**config.mk**
```make
export PLATFORM = sky130hd
export DESIGN_NAME = button_debouncer_flat
export DESIGN_NICKNAME = d
export VERILOG_FILES = /design/src/rtl/button_debouncer_if.sv /design/src/rtl/button_debouncer.sv /design/src/flat_wrapper.sv
export SDC_FILE = /design/constraint.sdc
export NUM_CORES = 1
export LEC_CHECK = 0
export CAP_MARGIN = 25
export CORE_AREA = 2 2 39 41
export DETAILED_ROUTE_END_ITERATION = 16
export DIE_AREA = 0 0 41 43
export PLACE_DENSITY = 0.61
export RECOVER_POWER = 25
export SYNTH_ARGS = -nofsm -noshare
export SYNTH_HDL_FRONTEND = slang
export SYNTH_SLANG_ARGS = --single-unit
```
**constraint.sdc**
```tcl
create_clock -name clk -period 1.62 [get_ports clk]
set_input_delay 0.324 -clock clk [delete_from_list [all_inputs] [get_ports clk]]
set_output_delay 0.324 -clock clk [all_outputs]
set_load 0.005 [all_outputs]
```
**src/rtl/button_debouncer_if.sv**
```systemverilog
// Pin-side bundle for button_debouncer: raw button level in, debounced level out.
// With DEBOUNCE_EDGE_PULSE_EN defined, the one-cycle edge pulses are carried here too.
interface button_debouncer_if;
    logic button_in;
    logic DB_out;
`ifdef DEBOUNCE_EDGE_PULSE_EN
    logic DB_rise;
    logic DB_fall;

    modport master (output button_in, input  DB_out, DB_rise, DB_fall);
    modport slave  (input  button_in, output DB_out, DB_rise, DB_fall);
`else
    modport master (output button_in, input  DB_out);
    modport slave  (input  button_in, output DB_out);
`endif
endinterface

```
**src/rtl/button_debouncer.sv**
```systemverilog
// Two-flop synchronizer plus stability counter for one push-button input.
// Optional DEBOUNCE_EDGE_PULSE_EN adds registered one-cycle rise/fall pulses.
module button_debouncer #(
    parameter int unsigned STABLE_CYCLES = 100
) (
    input  logic              clk,
    input  logic              n_reset,
    button_debouncer_if.slave db
);

    localparam int unsigned          CNT_W    = $clog2(STABLE_CYCLES);
    localparam logic [CNT_W-1:0]     CNT_LAST = CNT_W'(STABLE_CYCLES - 1);

    logic             sync_1_q;
    logic             sync_2_q;
    logic             db_out_q;
    logic             db_out_d;
    logic [CNT_W-1:0] cnt_q;
    logic [CNT_W-1:0] cnt_d;

    always_ff @(posedge clk or negedge n_reset) begin
        if (!n_reset) begin
            sync_1_q <= 1'b0;
            sync_2_q <= 1'b0;
            db_out_q <= 1'b0;
            cnt_q    <= '0;
        end else begin
            sync_1_q <= db.button_in;
            sync_2_q <= sync_1_q;
            db_out_q <= db_out_d;
            cnt_q    <= cnt_d;
        end
    end

    // Any sample matching the current output restarts the stability window.
    always_comb begin
        db_out_d = db_out_q;
        cnt_d    = cnt_q;
        if (sync_2_q == db_out_q) begin
            cnt_d = '0;
        end else if (cnt_q == CNT_LAST) begin
            db_out_d = sync_2_q;
            cnt_d    = '0;
        end else begin
            cnt_d = cnt_q + 1'b1;
        end
    end

    assign db.DB_out = db_out_q;

`ifdef DEBOUNCE_EDGE_PULSE_EN
    logic db_out_dly_q;
    logic rise_q;
    logic fall_q;

    always_ff @(posedge clk or negedge n_reset) begin
        if (!n_reset) begin
            db_out_dly_q <= 1'b0;
            rise_q       <= 1'b0;
            fall_q       <= 1'b0;
        end else begin
            db_out_dly_q <= db_out_q;
            rise_q       <= db_out_q & ~db_out_dly_q;
            fall_q       <= ~db_out_q & db_out_dly_q;
        end
    end

    assign db.DB_rise = rise_q;
    assign db.DB_fall = fall_q;
`endif

endmodule

```
**src/flat_wrapper.sv**
```systemverilog
// flat-port wrapper written by rule: the top's interface ports become plain ports
module button_debouncer_flat 
#(
    parameter int unsigned STABLE_CYCLES = 100
)
  (clk, n_reset, db_button_in, db_DB_out);
  button_debouncer_if db_i ();
  input  logic clk;
  input  logic n_reset;
  input wire logic [$bits(db_i.button_in)-1:0] db_button_in;
  output wire logic [$bits(db_i.DB_out)-1:0] db_DB_out;
  assign db_i.button_in = db_button_in;
  assign db_DB_out = db_i.DB_out;
  button_debouncer #(.STABLE_CYCLES(STABLE_CYCLES)) u_core (.clk(clk), .n_reset(n_reset), .db(db_i));
endmodule
```
Word-level counts from Yosys, hierarchy flattened
Index checks and enable logic that the tools add are counted.
{"block": "totals", "out_inout_bits": 1, "reg_bits": 10, "in_bits": 3, "elab_cells": 11}
{"block": "classes", "n_reduce_logical": 1, "n_bitwise": 1, "mux": 2, "n_addsub": 1, "eq_ne": 2}
{"operator": "7-bit 2-to-1 mux", "count": 2}
{"operator": "7-bit by 1-bit adder with 7-bit output (second input constant)", "count": 1}
{"operator": "7-bit equality test (second input constant)", "count": 1}
{"operator": "2-bit AND reduction", "count": 1}
{"operator": "1-bit equality test", "count": 1}
{"operator": "1-bit NOT", "count": 1}

Longest topological paths before layout
{"block": "logic_depth", "ltp_word": 3, "ltp_mapped": 4, "depth_no_buf": 4}

Least setup slack after synthesis
OpenSTA, ideal clock, no wires.
{"block": "synth_timing", "kind": "register -> register", "startpoint": "reg u_core.cnt_q[0]", "endpoint": "reg u_core.db_out_q (netlist: u_core.db.DB_out)", "setup_ps": 125, "path_stages_with_launch": 5, "arrival_time_ps": 1202, "period_less_slack_ps": 1326, "n_path_buf": 0, "slack_ps": 294, "path_cell_list": "dfrtp_1 -> ha_1 -> nand4bb_1 -> nor2_1 -> mux2_2"}
{"block": "synth_via", "elab_chain_len": 2}
{"element": "start, declared", "line": "button_debouncer.sv:18", "rtl": "logic [CNT_W-1:0] cnt_q;"}
{"element": "start signal, assigned", "line": "button_debouncer.sv:31", "rtl": "cnt_q <= cnt_d;"}
{"element": "7-bit equality test", "line": "button_debouncer.sv:41", "rtl": "end else if (cnt_q == CNT_LAST) begin"}
{"element": "2-bit AND reduction (no line)"}
{"element": "end signal, assigned", "line": "button_debouncer.sv:30", "rtl": "db_out_q <= db_out_d;"}
{"element": "end, declared", "line": "button_debouncer.sv:16", "rtl": "logic db_out_q;"}
No other way between the ends.
A chain may end at the register's enable or synchronous reset.

Worst setup path in the final report
{"block": "layout_timing", "startpoint": "reg u_core.db_out_q (netlist: u_core.db.DB_out)", "endpoint": "out db_DB_out"}
{"element": "end, declared", "line": "flat_wrapper.sv:11", "rtl": "output wire logic [$bits(db_i.DB_out)-1:0] db_DB_out;"}
No word-level cell between the ends.

==> metrics.md <==
| Metric | Value |
|---|---|
| Power per cell area | 892 nW/µm² |
| Number of gates resized after cts | 0 |
| Synth area leader | dfrtp_1 |
| Max-cap violation count | 0 |
| Sequential area share after synthesis | 57.5% |
| Cts bufs inserted | 3 |
| Peak VDD IR | 0.501 mV |
| Hold slack | 0.351 ns |
| Setup Skew | 0.00344 ns |
| Syn Nets | 41 |
| Post-CTS setup buffers | 0 |
| Initial antenna violation count | 0 |
| GPL Wtd Cong | 0.805 |
| Static leakage | 0.208 nW |
| Post-Syn Area | 435 µm² |
| Chip Height | 43 µm |
| Worst-Margin Slew | approximately 0.44 ns |
| CP Class | reg2out |
| Seq pwr share | 58.7% |
| Internal power | 0.355 mW |
| IO Count | 4 |
| Startpoint Class | flip-flop |
| Critical path, cell by cell | clkdlybuf4s50_1 |
| Sw power | 0.0980 mW |
| Slowest CP cell | clkdlybuf4s50_1 |
| Clk pwr share | 35.7% |
| Period utilisation layout | 90.0% |
| Nets@finish | 49 |
| Post-synth top flop | dfrtp_1 |
| Vias per Instance | 4.76 |
| Routed vias | between 200 and 300 |
| Syn Inst Count | 37 |
| RSZ-0062 raised after global routing | false |
| Drt wl/cell | around 11 µm |
| CP endpoint kind | primary output |
| Worst EP arrival | 1.13 ns |
| Post-synthesis register bit count | 10 |
| Final setup viols | 0 |
| Tmin final | roughly 1.5 ns |
| Syn Area/Cell | ~12 µm² |
| P&R area growth vs syn | 16.7% |
| Detailed Place HPWL | 480 µm |
| Fin. max-slew vios | 0 |
| CTS Hold Buffers Added | 0 |
| Worst-path maximum fanout | 3 |
| Bufs on Longest Clock Path | 2 |
| Clk sink count | 10 |
| DR iter-0 viols | 0 |
| Hold Path Class | reg2reg |
| Highest Clock Rate | 686 MHz |
| CP bufs+invs | 1 |
| CTS tree | built |
| Post-route ant nets | 0 |
| WL final | 646 µm |
| DIE AREA | 1760 µm² |
| DR DRC count | 0 |
| Setup tns final | 0 ns |
| Largest net degree at the start of global routing | 11 |
| Post-synth top area share | 57.5% |
| Synth cell types | 19 |
| Family with the most delay on the worst path | buffers and inverters |
| Net Sw Frac | 21.6% |
| Reg clk slew, reported paths | 0.06 ns |
| YS warnings | 0 |
| Pre-Repair DR Iteration Count | 1 |
| Die W | 41 µm |
| Max stage delay on crit path | between 0.5 and 0.6 ns |
| Global-route wire length before repair | 1090 µm |
| I/O Buffers | 3 |
| Layout cell share with drive strength beyond 1 | 18.6% |
| Gr usage total | 9.21% |
| Top-count cell post-synth | dfrtp_1 |
| ANT cells | 0 |
| Asr flop ratio synth | 100% |
| Vias in the first global route | 275 |
| Req. time, crit path | 1.30 ns |
| Synth top area cells | dfrtp_1 (57%), xor2_1 (6.0%), nor2_1 (4.3%) |
| Core box area | 1380 µm² |
| Post-synth EDFFs | 0 |
| Fill count | 132 |
| Core Rows | 14 |
| H-tree levels | 1 |
| Global route total overflow | 0 |
| Status | complete, no violations |
| Clock latency on the worst-skew pair | 0.26 ns |
| Initial core utilization | 31.5% |
| Final hold viol count | 0 |
| Max_slew headroom | 70.3% |
| Combinational power share | 5.6% |
| Commonest cells post-synth | dfrtp_1 (10), nor2_1 (5), nand3_1 (3), xor2_1 (3), o21ai_0 (2) |
| Clock root buffer | clkbuf_4 |
==> power by group through the flow <==
| stage | Clock (mW) | Sequential, mW | Combinational, mW |
|---|---|---|---|
| global route | 0.182 | 0.267 | 0.0296 |
| finish | 0.162 | 0.266 | 0.0254 |
| CTS | 0.170 | 0.266 | 0.0275 |
| floorplan | 0 | 0.269 | 0.0146 |
| global placement | 0 | 0.271 | 0.0278 |
| detailed placement | 0 | 0.271 | 0.0276 |
==> metal layers <==
layer  track usage [%]  routed length (µm)  vias to the layer above
met5                 0                   0                        -
met4              6.00                   0                        0
met3              1.57                  15                        0
met2              11.9                 323                        3
met1              13.7                 307                      136
li1                  -                   -                      142
==> stage by stage <==
| stage | utilization [%] | worst slack (ns) | power, mW | std cells | instance area, µm² |
|---|---|---|---|---|---|
| global placement | 35.1 | 0.218 | 0.299 | 56 | 485 |
| CTS | 36.7 | 0.146 | 0.464 | 59 | 508 |
| floorplan | - | 0.294 | 0.284 | 37 | 435 |
| global route | 36.7 | 0.0988 | 0.478 | 59 | 508 |
| finish | 36.7 | 0.162 | 0.453 | 59 | 508 |
| detailed placement | 35.1 | 0.197 | 0.298 | 56 | 485 |
==> cells by family after synthesis <==
logic type | synth area share [%]
simple gates | 19.5
compound gates | 9.48
fa+ha+maj | 2.87
xor+xnor | 8.05
flops | 57.5
mux | 2.59
==> cells in the final DEF, fill, tap and decap left out <==
cell	synthesis	final
dfrtp_1	10	10
nor2_1	5	5
xor2_1	3	3
nand3_1	3	3
clkbuf_4	0	3
o21ai_0	2	2
dlygate4sd3_1	0	2
nand3_2	1	1
nand2_1	1	1
or3_1	1	1
nand2b_2	1	1
nand4bb_1	1	1
o21ai_2	1	1
a21oi_2	1	1
xnor2_1	1	1
and2_1	1	1
a41oi_1	1	1
a21oi_1	1	1
nor3_1	1	1
mux2_2	1	1
ha_1	1	1
clkdlybuf4s50_1	0	1
==> registers in the layout, summed over array words and instances (netlist names) <==
signal and flops:
u_core.cnt_q 7, u_core.sync_1_q 1, u_core.sync_2_q 1, u_core.db.DB_out 1
==> layout make-up <==
cell class	count	area, µm²	area share, %
multi-input cells	27	185	36.5
flip-flops and latches	10	250	49.3
clock buffers	3	22.5	4.43
well taps	16	20.0	3.94
repair buffers	3	30.0	5.91
==> final timing paths <==
| path | cells past startpoint | slack, ns | startpoint | to |
|---|---|---|---|---|
| max | 1 | 0.16 | u_core.db.DB_out | db_DB_out |
| min | 0 | 0.35 | u_core.sync_1_q | u_core.sync_2_q |
| max reg2reg | 4 | 0.20 | u_core.cnt_q[0] | u_core.db.DB_out |
| min reg2reg | 0 | 0.35 | u_core.sync_1_q | u_core.sync_2_q |
| max in group asynchronous | 1 | 0.87 | n_reset | u_core.cnt_q[5] |
| min in group asynchronous | 1 | 0.45 | n_reset | u_core.cnt_q[6] |
No activity file was read; power rests on OpenSTA's default activity.
